$ cat src/rtl/prco_constants.sv
// Shared constants for the prco control sequencer: state encoding and
// write-back source select.
package prco_constants;

    typedef enum logic [2:0] {
        SEQ_FETCH  = 3'd0,
        SEQ_DECODE = 3'd1,
        SEQ_REGRD  = 3'd2,
        SEQ_EXEC   = 3'd3,
        SEQ_MEM    = 3'd4,
        SEQ_WB     = 3'd5,
        SEQ_HALT   = 3'd6
    } seq_state_e;

    localparam logic WB_SEL_ALU = 1'b0;
    localparam logic WB_SEL_MEM = 1'b1;

endpackage

$ cat src/rtl/prco_req_hold.sv
// Memory request holder: raises the request on issue, keeps address and write
// enable frozen until the acknowledge, then drops everything the cycle after.
module prco_req_hold #(
    parameter int ADDR_W = 16
) (
    input  logic              i_clk,
    input  logic              i_reset_n,
    input  logic              i_issue,
    input  logic              i_issue_data,
    input  logic              i_issue_we,
    input  logic [ADDR_W-1:0] i_issue_addr,
    input  logic              i_ack,
    output logic              q_req,
    output logic              q_we,
    output logic              q_data_phase,
    output logic [ADDR_W-1:0] q_addr
);

    logic              req_q, req_d;
    logic              we_q, we_d;
    logic              phase_q, phase_d;
    logic [ADDR_W-1:0] addr_q, addr_d;

    // Set on issue, clear on a completed handshake; an ack without a request is ignored.
    always_comb begin
        req_d   = req_q;
        we_d    = we_q;
        phase_d = phase_q;
        addr_d  = addr_q;
        if (i_issue) begin
            req_d   = 1'b1;
            we_d    = i_issue_we;
            phase_d = i_issue_data;
            addr_d  = i_issue_data ? i_issue_addr : addr_q;
        end else if (req_q && i_ack) begin
            req_d   = 1'b0;
            we_d    = 1'b0;
            phase_d = 1'b0;
        end else begin
            req_d   = req_q;
        end
    end

    // Request state registers.
    always_ff @(posedge i_clk or negedge i_reset_n) begin
        if (!i_reset_n) begin
            req_q   <= 1'b0;
            we_q    <= 1'b0;
            phase_q <= 1'b0;
            addr_q  <= {ADDR_W{1'b0}};
        end else begin
            req_q   <= req_d;
            we_q    <= we_d;
            phase_q <= phase_d;
            addr_q  <= addr_d;
        end
    end

    assign q_req        = req_q;
    assign q_we         = we_q;
    assign q_data_phase = phase_q;
    assign q_addr       = addr_q;

endmodule

$ cat src/rtl/prco_ctrl_seq.sv
// Multi-cycle control sequencer for the prco core: fetch/decode/regread/exec/
// mem/writeback with a req/ack memory handshake, PC update and retire counter.
module prco_ctrl_seq
    import prco_constants::*;
#(
    parameter int                ADDR_W    = 16,
    parameter logic [ADDR_W-1:0] RESET_VEC = {ADDR_W{1'b0}},
    parameter int                CNT_W     = 16
) (
    input  logic              i_clk,
    input  logic              i_reset_n,
    input  logic              i_en,
    output logic              q_mem_req,
    output logic [ADDR_W-1:0] q_mem_addr,
    output logic              q_mem_we,
    output logic              q_mem_data_phase,
    input  logic              i_mem_ack,
    output logic              q_ce_dec,
    output logic              q_ce_reg,
    output logic              q_ce_alu,
    input  logic              i_dec_req_ram,
    input  logic              i_dec_mem_we,
    input  logic              i_dec_reg_we,
    input  logic              i_dec_halt,
    input  logic [ADDR_W-1:0] i_alu_result,
    input  logic              i_alu_br_taken,
    input  logic [ADDR_W-1:0] i_alu_br_target,
    output logic              q_reg_we,
    output logic              q_wb_sel,
    output logic [ADDR_W-1:0] q_pc,
    output logic              q_instr_strobe,
    output logic              q_halted,
    output logic [CNT_W-1:0]  q_retired
);

    seq_state_e        state_q, state_d;
    logic [ADDR_W-1:0] pc_q, pc_d;
    logic [CNT_W-1:0]  retired_q, retired_d;
    logic              ce_dec_q, ce_dec_d, ce_reg_q, ce_reg_d, ce_alu_q, ce_alu_d;
    logic              reg_we_q, reg_we_d, strobe_q, strobe_d;
    logic              wb_sel_q, wb_sel_d, halted_q, halted_d;
    logic              issue_s, issue_data_s, issue_we_s;
    logic              req_s, we_s, phase_s;
    logic [ADDR_W-1:0] data_addr_s;

    function automatic logic [ADDR_W-1:0] next_pc(input logic [ADDR_W-1:0] pc,
                                                  input logic              taken,
                                                  input logic [ADDR_W-1:0] target);
        return taken ? target : pc + ADDR_W'(1'b1);
    endfunction

    prco_req_hold #(.ADDR_W(ADDR_W)) u_req_hold (
        .i_clk        (i_clk),
        .i_reset_n    (i_reset_n),
        .i_issue      (issue_s),
        .i_issue_data (issue_data_s),
        .i_issue_we   (issue_we_s),
        .i_issue_addr (i_alu_result),
        .i_ack        (i_mem_ack),
        .q_req        (req_s),
        .q_we         (we_s),
        .q_data_phase (phase_s),
        .q_addr       (data_addr_s)
    );

    // State and datapath registers.
    always_ff @(posedge i_clk or negedge i_reset_n) begin
        if (!i_reset_n) begin
            state_q   <= SEQ_FETCH;
            pc_q      <= RESET_VEC;
            retired_q <= {CNT_W{1'b0}};
            ce_dec_q  <= 1'b0;
            ce_reg_q  <= 1'b0;
            ce_alu_q  <= 1'b0;
            reg_we_q  <= 1'b0;
            strobe_q  <= 1'b0;
            wb_sel_q  <= WB_SEL_ALU;
            halted_q  <= 1'b0;
        end else begin
            state_q   <= state_d;
            pc_q      <= pc_d;
            retired_q <= retired_d;
            ce_dec_q  <= ce_dec_d;
            ce_reg_q  <= ce_reg_d;
            ce_alu_q  <= ce_alu_d;
            reg_we_q  <= reg_we_d;
            strobe_q  <= strobe_d;
            wb_sel_q  <= wb_sel_d;
            halted_q  <= halted_d;
        end
    end

    // Next state; fetch requests are issued on FETCH entry (or from idle FETCH) when enabled.
    always_comb begin
        state_d      = state_q;
        issue_s      = 1'b0;
        issue_data_s = 1'b0;
        issue_we_s   = 1'b0;
        case (state_q)
            SEQ_FETCH: begin
                if (req_s) begin
                    state_d = i_mem_ack ? SEQ_DECODE : SEQ_FETCH;
                end else begin
                    issue_s = i_en;
                end
            end
            SEQ_DECODE: state_d = SEQ_REGRD;
            SEQ_REGRD:  state_d = SEQ_EXEC;
            SEQ_EXEC: begin
                if (i_dec_req_ram) begin
                    state_d      = SEQ_MEM;
                    issue_s      = 1'b1;
                    issue_data_s = 1'b1;
                    issue_we_s   = i_dec_mem_we;
                end else begin
                    state_d = SEQ_WB;
                end
            end
            SEQ_MEM: state_d = (req_s && i_mem_ack) ? SEQ_WB : SEQ_MEM;
            SEQ_WB: begin
                if (i_dec_halt) begin
                    state_d = SEQ_HALT;
                end else begin
                    state_d = SEQ_FETCH;
                    issue_s = i_en;
                end
            end
            SEQ_HALT: state_d = SEQ_HALT;
            default:  state_d = SEQ_FETCH;
        endcase
    end

    // Registered outputs decoded from the upcoming state.
    always_comb begin
        ce_dec_d  = (state_d == SEQ_DECODE);
        ce_reg_d  = (state_d == SEQ_REGRD);
        ce_alu_d  = (state_d == SEQ_EXEC);
        strobe_d  = (state_d == SEQ_WB);
        reg_we_d  = (state_d == SEQ_WB) && i_dec_reg_we;
        halted_d  = (state_d == SEQ_HALT);
        pc_d      = pc_q;
        retired_d = retired_q;
        if (state_q == SEQ_EXEC && state_d == SEQ_MEM) begin
            wb_sel_d = i_dec_mem_we ? WB_SEL_ALU : WB_SEL_MEM;
        end else if (state_d == SEQ_MEM || state_d == SEQ_WB) begin
            wb_sel_d = wb_sel_q;
        end else begin
            wb_sel_d = WB_SEL_ALU;
        end
        if (state_q == SEQ_WB) begin
            pc_d      = next_pc(pc_q, i_alu_br_taken, i_alu_br_target);
            retired_d = retired_q + CNT_W'(1'b1);
        end else begin
            pc_d      = pc_q;
        end
    end

    assign q_mem_req        = req_s;
    assign q_mem_we         = we_s;
    assign q_mem_data_phase = phase_s;
    assign q_mem_addr       = phase_s ? data_addr_s : pc_q;
    assign q_ce_dec         = ce_dec_q;
    assign q_ce_reg         = ce_reg_q;
    assign q_ce_alu         = ce_alu_q;
    assign q_reg_we         = reg_we_q;
    assign q_wb_sel         = wb_sel_q;
    assign q_pc             = pc_q;
    assign q_instr_strobe   = strobe_q;
    assign q_halted         = halted_q;
    assign q_retired        = retired_q;

endmodule

$ cat config.mk
export PLATFORM = sky130hd
export DESIGN_NAME = prco_ctrl_seq
export DESIGN_NICKNAME = d
export VERILOG_FILES = /design/src/rtl/prco_constants.sv /design/src/rtl/prco_req_hold.sv /design/src/rtl/prco_ctrl_seq.sv
export SDC_FILE = /design/constraint.sdc
export NUM_CORES = 1
export LEC_CHECK = 0
export CORE_MARGIN = 4
export CORE_UTILIZATION = 63
export DETAILED_ROUTE_END_ITERATION = 10
export DONT_BUFFER_PORTS = 1
export PLACE_DENSITY_LB_ADDON = 0.25
export SLEW_MARGIN = 20
export SYNTH_ARGS = -nofsm -noshare
export SYNTH_HDL_FRONTEND = slang
export SYNTH_HIERARCHICAL = 1
export SYNTH_SLANG_ARGS = --single-unit
$ cat constraint.sdc
create_clock -name i_clk -period 2.3 [get_ports i_clk]
set_input_delay 0.345 -clock i_clk [delete_from_list [all_inputs] [get_ports i_clk]]
set_output_delay 0.345 -clock i_clk [all_outputs]
set_load 0.1 [all_outputs]
-- Word level (Yosys, flattened, before mapping)
Index checks and enable logic that the tools add are counted.
- register bits after elaboration: 61
- input bits: 41
- logic and storage cells: 58
- output and inout bits: 58
- multiplexer cells: 22
- reduce and logical (&&, ||, !) cells: 7
- add/sub/neg operators: 2
- equality and inequality tests: 13
- operators by type and width (operator ; count):
    16-bit by 1-bit adder with 16-bit output, second input constant ; 2
    16-bit 2-to-1 mux ; 2
    3-bit one-hot mux with 7 select lines ; 1
    3-bit equality test, second input constant ; 6
    1-bit 2-to-1 mux ; 16
    3-bit by 2-bit equality test with 1-bit output, second input constant ; 4
    3-bit by 1-bit equality test with 1-bit output, second input constant ; 2
    3-bit 2-to-1 mux ; 2
    1-bit logical AND ; 3
    3-bit zero test ; 1
    1-bit one-hot mux with 3 select lines ; 1
    2-bit != test, second input constant ; 1
    2-bit AND reduction ; 1
    2-bit nonzero test ; 1
    1-bit logical OR ; 1

-- Logic depth before layout (Yosys ltp)
Gate-level depths: netlist (run 1).
- word-level depth: 7
- gate-level depth with buffers: 7
- gate-level depth less buffers: 5

-- Modules after synthesis
The synthesis (run 1) kept the hierarchy.
- by module, submodules not included (module ; seq. area each (um^2) ; instances ; cells each ; area each (um^2)):
    prco_ctrl_seq ; 1051.0 ; 1 ; 251 ; 2367.3
    prco_req_hold ; 475.5 ; 1 ; 44 ; 764.5

-- Worst setup path before layout (run 1)
OpenSTA, ideal clock, no wires.
- path type: reg-to-output
- start point: register u_req_hold.phase_q (netlist: u_req_hold/q_data_phase)
- end point: output q_mem_addr[4]
- data required time: 1955 ps
- buffers on the path: 2
- cell stages (with the launch flop): 4
- arrival time: 3450 ps
- path slack: -1495 ps
- cell sequence: dfrtp_1 clkbuf_1 clkbuf_1 o21ai_0
- longest elaborated chain between the ends: 1
- ends and longest elaborated chain (what ; line ; RTL):
    from (decl) ; prco_req_hold.sv:21 ; logic phase_q, phase_d;
    from (signal assigned) ; prco_req_hold.sv:54 ; phase_q <= phase_d;
    16-bit 2-to-1 mux ; prco_ctrl_seq.sv:161 ; assign q_mem_addr = phase_s ? data_addr_s : pc_q;
    to (decl) ; prco_ctrl_seq.sv:14 ; output logic [ADDR_W-1:0] q_mem_addr,
Every way passes these cells.

-- Final worst setup path (run 1)
- start point: register state_q[2]
- end point: register u_req_hold.addr_q[2] (netlist: u_req_hold/q_addr[2])
- longest elaborated chain between the ends: 3
- elaborated cells between the ends (all ways): 6
- those cells by class: eq/ne (2); mux (2); reduce/logical (2)
- ends and longest elaborated chain (what ; line ; RTL):
    from (decl) ; prco_ctrl_seq.sv:36 ; seq_state_e state_q, state_d;
    from (signal assigned) ; prco_ctrl_seq.sv:80 ; state_q <= state_d;
    3-bit equality test (tied with other cells) ; prco_ctrl_seq.sv:99 ; case (state_q)
    1-bit one-hot mux with 3 select lines * ; prco_ctrl_seq.sv:99 ;
    via issue_s ; prco_ctrl_seq.sv:42 ; logic issue_s, issue_data_s, issue_we_s;
    2-bit AND reduction (no source line) * ; - ;
    to (signal assigned) ; prco_req_hold.sv:50 ; addr_q <= {ADDR_W{1'b0}};
    to (signal assigned) ; prco_req_hold.sv:55 ; addr_q <= addr_d;
    to (decl) ; prco_req_hold.sv:22 ; logic [ADDR_W-1:0] addr_q, addr_d;
Mark *: on every way through the listed nets, which the timed path passes. The rest lies on a longest branch.
A chain may end at the register's enable or synchronous reset.

==> results of run 1 <==
## layer usage
layer	up-vias	track usage
met5	-	0
met4	0	0.112
met3	22	0.101
met2	135	0.471
met1	1245	0.350
li1	1186	-
## final timing paths
kind / startpoint / to / depth (start not counted)
max: state_q[2]$_DFF_PN0_ / u_req_hold/q_addr[2]$_DFFE_PN0P_ / 5
min: i_dec_reg_we / q_reg_we$_DFF_PN0_ / 1
max reg2reg: state_q[2]$_DFF_PN0_ / u_req_hold/q_addr[2]$_DFFE_PN0P_ / 5
min reg2reg: q_retired[15]$_DFFE_PN0N_ / q_retired[15]$_DFFE_PN0N_ / 1
max in group asynchronous: i_reset_n / u_req_hold/q_data_phase$_DFFE_PN0P_ / 2
min in group asynchronous: i_reset_n / q_retired[15]$_DFFE_PN0N_ / 2
## layout make-up
class	instances	share of cell area
Clock buffer	12	0.0389
Inverter	10	0.00941
Clock inverter	4	0.0176
Tap cell	67	0.0210
Sequential cell	61	0.385
Multi-Input combinational cell	208	0.377
Timing Repair Buffer	56	0.152
## cell families after synthesis
group | synth area share
and+or+nand+nor | 0.181
AOI/OAI and AO/OA | 0.117
xor gates and xnor gates | 0.0420
muxes | 0.129
buffers and inverters | 0.0352
adders and majority gates | 0.00799
DFF | 0.487
## layout by cell type, fill, tap and decap left out, types with 2 or more instances in the layout
cell	synthesis	layout
mux2i_1	3	3
mux2_4	10	10
xnor2_1	9	9
a21o_1	3	3
dfrtp_2	0	3
a41o_1	2	2
o21ai_0	14	11
xor2_1	6	6
and3_1	4	4
clkinv_2	0	2
nand3_1	15	15
o31ai_1	2	2
nor4_1	10	10
dfrtp_1	61	57
inv_1	10	10
and3b_1	2	2
a22o_1	4	4
o21ai_2	0	2
nor2_1	11	11
nand2b_1	3	3
nor3_1	6	6
nand4_1	6	6
bufinv_16	0	2
mux2_2	20	20
ha_1	2	2
buf_12	0	13
a21oi_1	15	15
a31oi_1	2	2
nand2_1	26	26
clkbuf_8	0	11
nor2b_1	3	3
buf_4	0	41
nor3b_1	2	2
and2_1	2	2
and2b_1	2	2
o21a_1	2	2
## cell usage after synthesis, types with 2 or more instances
cell / count / share of area
o21a_1: 2 / 0.0048
and3b_1: 2 / 0.0056
nor3b_1: 2 / 0.0048
mux2_4: 10 / 0.048
buf_2: 4 / 0.0064
a31oi_1: 2 / 0.0040
nand3_1: 15 / 0.024
inv_1: 10 / 0.012
nor4_1: 10 / 0.020
nor2_1: 11 / 0.013
o21ai_0: 14 / 0.022
clkbuf_1: 10 / 0.012
nand4_1: 6 / 0.012
a21oi_1: 15 / 0.024
xor2_1: 6 / 0.017
a22o_1: 4 / 0.011
dfrtp_1: 61 / 0.49
a41o_1: 2 / 0.0064
nand2b_1: 3 / 0.0060
and2_1: 2 / 0.0040
nor2b_1: 3 / 0.0060
xnor2_1: 9 / 0.025
mux2_2: 20 / 0.072
and2b_1: 2 / 0.0048
a21o_1: 3 / 0.0072
o31ai_1: 2 / 0.0048
mux2i_1: 3 / 0.0096
ha_1: 2 / 0.0080
nor3_1: 6 / 0.0096
and3_1: 4 / 0.0080
nand2_1: 26 / 0.031
## stage by stage
stage	setup WS, ps	hold slack (ps)	cells
2_1_floorplan	-41.1	49.4	295
3_3_place_gp	187	51.1	400
3_5_place_dp	45.8	51.0	400
4_1_cts	206	127	418
5_1_grt	83.7	128	418
6_report	218	140	418
## timing repair
action | CTS | global route
hold buffers | 2 | 0
endpoints found under the hold margin | 61 | 0
endpoints found under the setup margin | 6 | 0
resized for setup | 1 | 0
==> run metrics, run 1 <==
outcome=finished clean; syn_nets=338; CTS root buf=clkbuf_8; Synth Register Bits=61; CP required=2510 ps; maximum fanout along the worst path=16; layout cells sized above 1=0.322; Synth warnings=6; Mapped Cells=295; top routing layer in use=met4; Mapped Avg Cell Area=10.6 um2; n_diodes=0; global-route wire length before repair=13500 um; die area=0.00616 mm2; Setup TNS=0 ps; CP max-delay cell=dfrtp_1; Syn-to-layout area delta=27.4%; WL final=8360 um; drt pass-1 iters=4; clk sinks=61; Worst Path Buf+Inv=0; Slew Limit Fails=0; FFs w/ async S/R, synth=1.00; initial antenna violation count=0; Via Count=2588; number of enable flip-flop cells after synthesis=0; DR WL/cell=20.0 um; WP data arrival=2290 ps; RSZ-0062 raised after global routing=false; Total Nets Final=389; Final GP Congestion=0.853; worst skew pair latency=330 ps; family with the most delay on the worst path=flip-flops; number of global-route vias before repair=2637; ys flop type=dfrtp_1; CTS tree=yes; final instance area=0.00399 mm2; max-cap viol count=0; hpwl dp=5840 um; Max stage delay on crit path=540 ps; largest net degree at the start of global routing=62; Final Util=0.839; Top Ports=99; FF/Latch Area=0.00153 mm2; CTS Buffer Depth=2; Initial Util=0.659; WL met3=852 um; hold crit path type=primary input to register; CP startpoint kind=register; Mapped Area=0.00313 mm2; post-placement cell area=0.00373 mm2; routed length on met2=4120 um; All-Layer GR Usage=0.288; multi-input logic area=0.00150 mm2; total gr overflow=0; f_max=480 MHz; crit path time final=2080 ps; 1st-iter DRT viols=347; fill count=272; Port-buffer cells=0; crit end category=register; Die Y=78.5 um; Hold Fails Final Rpt=0; Setup Fix Bufs, Post-CTS=0; WL met1=3200 um; Distinct cells, synth=55; Worst slew margin=0.386; Final Cycle Share=0.905; worst slew pin tran=921 ps; number of H-tree levels=3; Residual DRC=0; Final setup viols=0; TritonCTS Buffers=9; row count=25; worst reg2reg setup slack=220 ps; Chip Width=78.5 um; Via density=6.19; Setup CP Type=register to register; fraction of the yosys area taken by sequential cells=0.487; CP Cell Sequence=nor2b_1 -> a21oi_1 -> o21ai_1 -> nand2_4 -> mux2_4; skew final=7.87 ps; clock-pin slew on the worst setup and hold paths=70 ps; antenna viol nets, final=0; core area=0.00475 mm2
Power of run 1 is left out: the tool's default activity adds up to more than one toggle a clock period on the data nets, which glitch-free logic cannot reach.
==> run 2, diff against run 1 <==
--- a/config.mk
+++ b/config.mk
@@ -5,6 +5,7 @@
 export SDC_FILE = /design/constraint.sdc
 export NUM_CORES = 1
 export LEC_CHECK = 0
+export CAP_MARGIN = 20
 export CORE_MARGIN = 4
 export CORE_UTILIZATION = 63
 export DETAILED_ROUTE_END_ITERATION = 10
==> results of run 2 <==
Same layout as run 1: the final DEF is identical, and so are final timing and power.
Power of run 2 is left out for the same reason.
==> RTL edit 1: new RTL, flow settings as in run 1 <==
`ADDR_W` is set to 16 in 2 places; all go to 15.
--- a/src/rtl/prco_req_hold.sv
+++ b/src/rtl/prco_req_hold.sv
@@ -1,7 +1,7 @@
 // Memory request holder: raises the request on issue, keeps address and write
 // enable frozen until the acknowledge, then drops everything the cycle after.
 module prco_req_hold #(
-    parameter int ADDR_W = 16
+    parameter int ADDR_W = 15
 ) (
     input  logic              i_clk,
     input  logic              i_reset_n,
--- a/src/rtl/prco_ctrl_seq.sv
+++ b/src/rtl/prco_ctrl_seq.sv
@@ -3,7 +3,7 @@
 module prco_ctrl_seq
     import prco_constants::*;
 #(
-    parameter int                ADDR_W    = 16,
+    parameter int                ADDR_W    = 15,
     parameter logic [ADDR_W-1:0] RESET_VEC = {ADDR_W{1'b0}},
     parameter int                CNT_W     = 16
 ) (
Interface: changed (resized i_alu_br_target, i_alu_result, q_mem_addr and q_pc); port bits go from 99 to 95. The function was not compared with the original's and may differ.
==> RTL edit 1 against run 1 <==
Final area shrank 0.13%. Critical path depth is the same. Synthesized cell count shrank 6.4%. Die area shrank 1.4%. Global-route usage grew 0.77 points. Sequential cell count shrank 2. Clock skew shrank 0.00075 ns. Worst setup slack lost 0.053 ns. Synthesized area shrank 1.6%. Wire length grew 2.7%. Critical path type unchanged. Critical endpoint is now u_req_hold/q_addr[5].
==> RTL edit 1: results (changes against run 1) <==
[status]
outcome = finished, final reports clean  ; unchanged

[drt]
drt_iter0_drc = 231  ; was 347
via_per_inst = 6.236  ; was 6.191
drtPass1Iterations = 7  ; was 4
routed-wl-met2_mm = 4.483  ; was 4.123 mm
drt-total-wl_mm = 8.584  ; was 8.359 mm
num_vias = 2538  ; was 2,588
met3_length_um = 715  ; was 852 um
met1Wirelength_mm = 3.135  ; was 3.201 mm

[global_route]
grt_util_met3 = 0.07193  ; was 0.1009
grt_util_all_layers = 0.2962  ; was 0.2885
grt_max_degree = 60  ; was 62
grt_pass1_wl_mm = 13.79  ; was 13.51 mm
grt_use_met2 = 0.5017  ; was 0.4711
antenna_found_initial = 1  ; was 0
grt_pass1_vias = 2663  ; was 2,637

[die]
die_w_um = 77.96  ; was 78.51 um

[sta]
fmax_mhz = 468.5  ; was 480.4 MHz
fin_worst_skew_ns = 0.007120  ; was 0.007869 ns

[placed_design]
dp.cells = 388  ; was 400
placed_cell_area_um2 = 3717  ; was 3726 um2
dp_slack_ns = 0.2825  ; was 0.04583 ns

[clock_tree]
cts_resized = 0  ; was 1

[logic_synthesis]
avgSynthCellArea_um2 = 11.17  ; was 10.62 um2
synthesis.nets = 317  ; was 338
ys_seq_area_frac = 0.4789  ; was 0.4874
synth_area_leaders = dfrtp_1 (48%), mux2_2 (7.3%), mux2_4 (4.9%)  ; was dfrtp_1 (49%), mux2_2 (7.2%), mux2_4 (4.8%)
ys_top_cells_by_count = dfrtp_1 (59), nand2_1 (22), mux2_2 (20)  ; was dfrtp_1 (61), nand2_1 (26), mux2_2 (20)

[pwr]
total_power_mw = 6.855

[finish]
drive_gt1_frac = 0.3599  ; was 0.3219

[worst_setup_path]
critPathTopFamily = simple AND/OR/NAND/NOR gates  ; was flip-flops

[RTL edit 1: cell types whose count changed in the layout (fill, tap and decap cells not counted), sizes merged, moves of 4 or more]
cell    delta
buf        +5
nand2      -4
nor4       -5
a211oi     +4
nand3      -5
[RTL edit 1: final cells by class]
cell class              instances  area (um2)
clock inverters                 5       75.07
diodes                          1       2.502
repair buffers                 61       668.1
multi-input cells             196        1499
clock buffers                  11       151.4
well taps                      67       83.83
flip-flops and latches         59        1478
inverters                       7       26.28
fillers                       249       739.5
[RTL edit 1: cell families (layout without fill, tap and decap cells)]
logic type	Yosys count	count (layout)	synth area share
flops	59	59	0.4789
buf+inv	21	84	0.03490
compound gates	51	51	0.1149
xor+xnor	15	15	0.04261
mux	33	33	0.1315
fa+ha+maj	2	2	0.008116
other cells	0	1	0
simple gates	95	95	0.1891
[RTL edit 1: timing repair]
| action | 4_1_cts | 5_1_grt |
|---|---|---|
| hold buffers | 2 | 0 |
| setup endpoints to repair | 0 | 0 |
| hold endpoints to repair | 59 | 0 |
==> RTL edit 2: new RTL, config.mk and constraints of run 1 <==
Made on the original files. The 7 states of `seq_state_e` get a one-hot encoding in 7 bits.
--- a/src/rtl/prco_constants.sv
+++ b/src/rtl/prco_constants.sv
@@ -2,14 +2,14 @@
 // write-back source select.
 package prco_constants;
 
-    typedef enum logic [2:0] {
-        SEQ_FETCH  = 3'd0,
-        SEQ_DECODE = 3'd1,
-        SEQ_REGRD  = 3'd2,
-        SEQ_EXEC   = 3'd3,
-        SEQ_MEM    = 3'd4,
-        SEQ_WB     = 3'd5,
-        SEQ_HALT   = 3'd6
+    typedef enum logic [6:0] {
+        SEQ_FETCH  = 7'b0000001,
+        SEQ_DECODE = 7'b0000010,
+        SEQ_REGRD  = 7'b0000100,
+        SEQ_EXEC   = 7'b0001000,
+        SEQ_MEM    = 7'b0010000,
+        SEQ_WB     = 7'b0100000,
+        SEQ_HALT   = 7'b1000000
     } seq_state_e;
 
     localparam logic WB_SEL_ALU = 1'b0;
Behaviour: same outputs for any inputs over 10 cycles, from zero or initial values and one cycle with i_reset_n low; not proved beyond that.
==> RTL edit 2 against run 1 <==
Worst setup slack worse by 0.090 ns. Final area grew 8.8%. Sequential cell count is 4 higher. Wire length up 5.7%. Core utilization down 0.51 points. First-iteration DRC count is 53% lower. Synthesized area grew 9.5%.
==> RTL edit 2: results (changes against run 1) <==
[status]
outcome = finished, final reports clean  ; unchanged

[global_route]
grt_pass1_wl_mm = 14.12  ; was 13.51 mm
grt_max_degree = 66  ; was 62
grt_pass1_vias = 2899  ; was 2,637
grt_util_all_layers = 0.2806  ; was 0.2885

[worst_setup_path]
reg2reg_setup_slack_ns = 0.13  ; was 0.22 ns
reg2reg_from = state_q[0]  ; was state_q[2]
worstRegToRegCells = 6  ; was 5
arrival_ns = 2.40  ; was 2.29 ns
cpMaxStageDelayCell = dfstp_2  ; was dfrtp_1
slowest_delay_ns = 0.63  ; was 0.54 ns
r2r-end = u_req_hold/q_addr[8]  ; was u_req_hold/q_addr[2]
cp_max_fo = 16  ; unchanged

[finish]
layoutNonFillerInstCount = 458  ; was 418
fin_nets = 426  ; was 389
nFillCells = 301  ; was 272
drive_gt1_frac = 0.3170  ; was 0.3219

[logic_synthesis]
ys_top_cells_by_count = dfrtp_1 (64), nand2_1 (30), nor2_1 (24)  ; was dfrtp_1 (61), nand2_1 (26), mux2_2 (20)
synthesis.nets = 367  ; was 338
yosys.area_share.adder = 0.007294  ; was 0.007990
syn_inst = 324  ; was 295
synth_area_leaders = dfrtp_1 (47%), mux2_2 (6.2%), mux2_4 (4.4%)  ; was dfrtp_1 (49%), mux2_2 (7.2%), mux2_4 (4.8%)
post_synth_num_cell_types = 60  ; was 55
synth_mux_area_frac = 0.1149  ; was 0.1294
yosysWarnings = 6  ; unchanged
ys_seq_area_frac = 0.4745  ; was 0.4874
synth-xor-area-share = 0.04085  ; was 0.04195
synth-compound-area-share = 0.1054  ; was 0.1175

[clock_tree]
cts_resized = 0  ; was 1
cts_inserted_buffers = 9  ; unchanged
clkTransAtPathRegs_ns = 0.07  ; about the same

[placed_design]
dp_slack_ns = 0.09452  ; was 0.04583 ns
dp.cells = 439  ; was 400
routabilityCongestion = 0.8595  ; was 0.8530
placed_cell_area_um2 = 4135  ; was 3726 um2
dp_hpwl_mm = 6.109  ; was 5.838 mm

[drt]
wl_per_cell_um = 19.29  ; was 20.00 um
via_per_inst = 6.273  ; was 6.191
drtPass1Iterations = 6  ; was 4
drt_iter0_drc = 162  ; was 347

[worst_hold_path]
hold-path-cell-count = 1  ; unchanged
hold_start = i_dec_reg_we  ; unchanged

[sta]
worst_pin_slew_ns = 0.8943  ; was 0.9206 ns
whs_ns = 0.1257  ; was 0.1400 ns
fin_worst_skew_ns = 0.007188  ; was 0.007869 ns

[pwr]
vdd.ir_drop.worst_mv = 0.4271

[RTL edit 2: changes by cell type after synthesis, moves of 4 or more]
cell,before,now
nor4_1,10,5
nand2_1,26,30
a21oi_1,15,9
nor2_1,11,24
a22oi_1,1,6
[RTL edit 2: logic make-up (layout without fill, tap and decap cells)]
family	Yosys count	count (layout)
AND/OR/NAND/NOR	128	128
adder cells (fa/ha/maj)	2	2
flip-flops	65	65
AO/OA/AOI/OAI	54	54
XOR/XNOR	16	16
multiplexers	32	32
buffers and inverters	27	91
[RTL edit 2: worst max path at each step]
stage,from,endpoint,slack [ns],depth (start not counted)
final,state_q[0],u_req_hold/q_addr[8],0.13,6
after global routing,state_q[0],u_req_hold/q_addr[9],0.001,6
after CTS,state_q[0],u_req_hold/q_addr[9],0.08,6
after detailed placement,state_q[0],u_req_hold/q_addr[9],0.09,6
after global placement,state_q[0],u_req_hold/q_addr[1],0.21,6
after floorplan,q_pc[7],q_mem_addr[7],-0.05,2
[RTL edit 2: cell type report]
cell class | count | area, um2 | share of cell area
multi-input cells | 232 | 1693 | 0.3900
flip-flops and latches | 65 | 1632 | 0.3759
repair buffers | 67 | 738.2 | 0.1701
clock buffers | 16 | 160.2 | 0.03690
well taps | 70 | 87.58 | 0.02018
inverters | 8 | 30.03 | 0.006918
[RTL edit 2: repair_timing]
action / 4_1_cts / 5_1_grt
endpoints found under the setup margin: 0 / 16
hold buffers: 2 / 0
setup buffers: 0 / 1
endpoints found under the hold margin: 65 / 0
[RTL edit 2: layer usage]
layer | vias to the layer above | GRT usage | part of all wire
li1 | 1287 | - | -
met1 | 1383 | 0.3321 | 0.37
met2 | 170 | 0.4685 | 0.52
met3 | 33 | 0.08333 | 0.084
met4 | 0 | 0.1296 | 0.033
met5 | - | 0 | 0
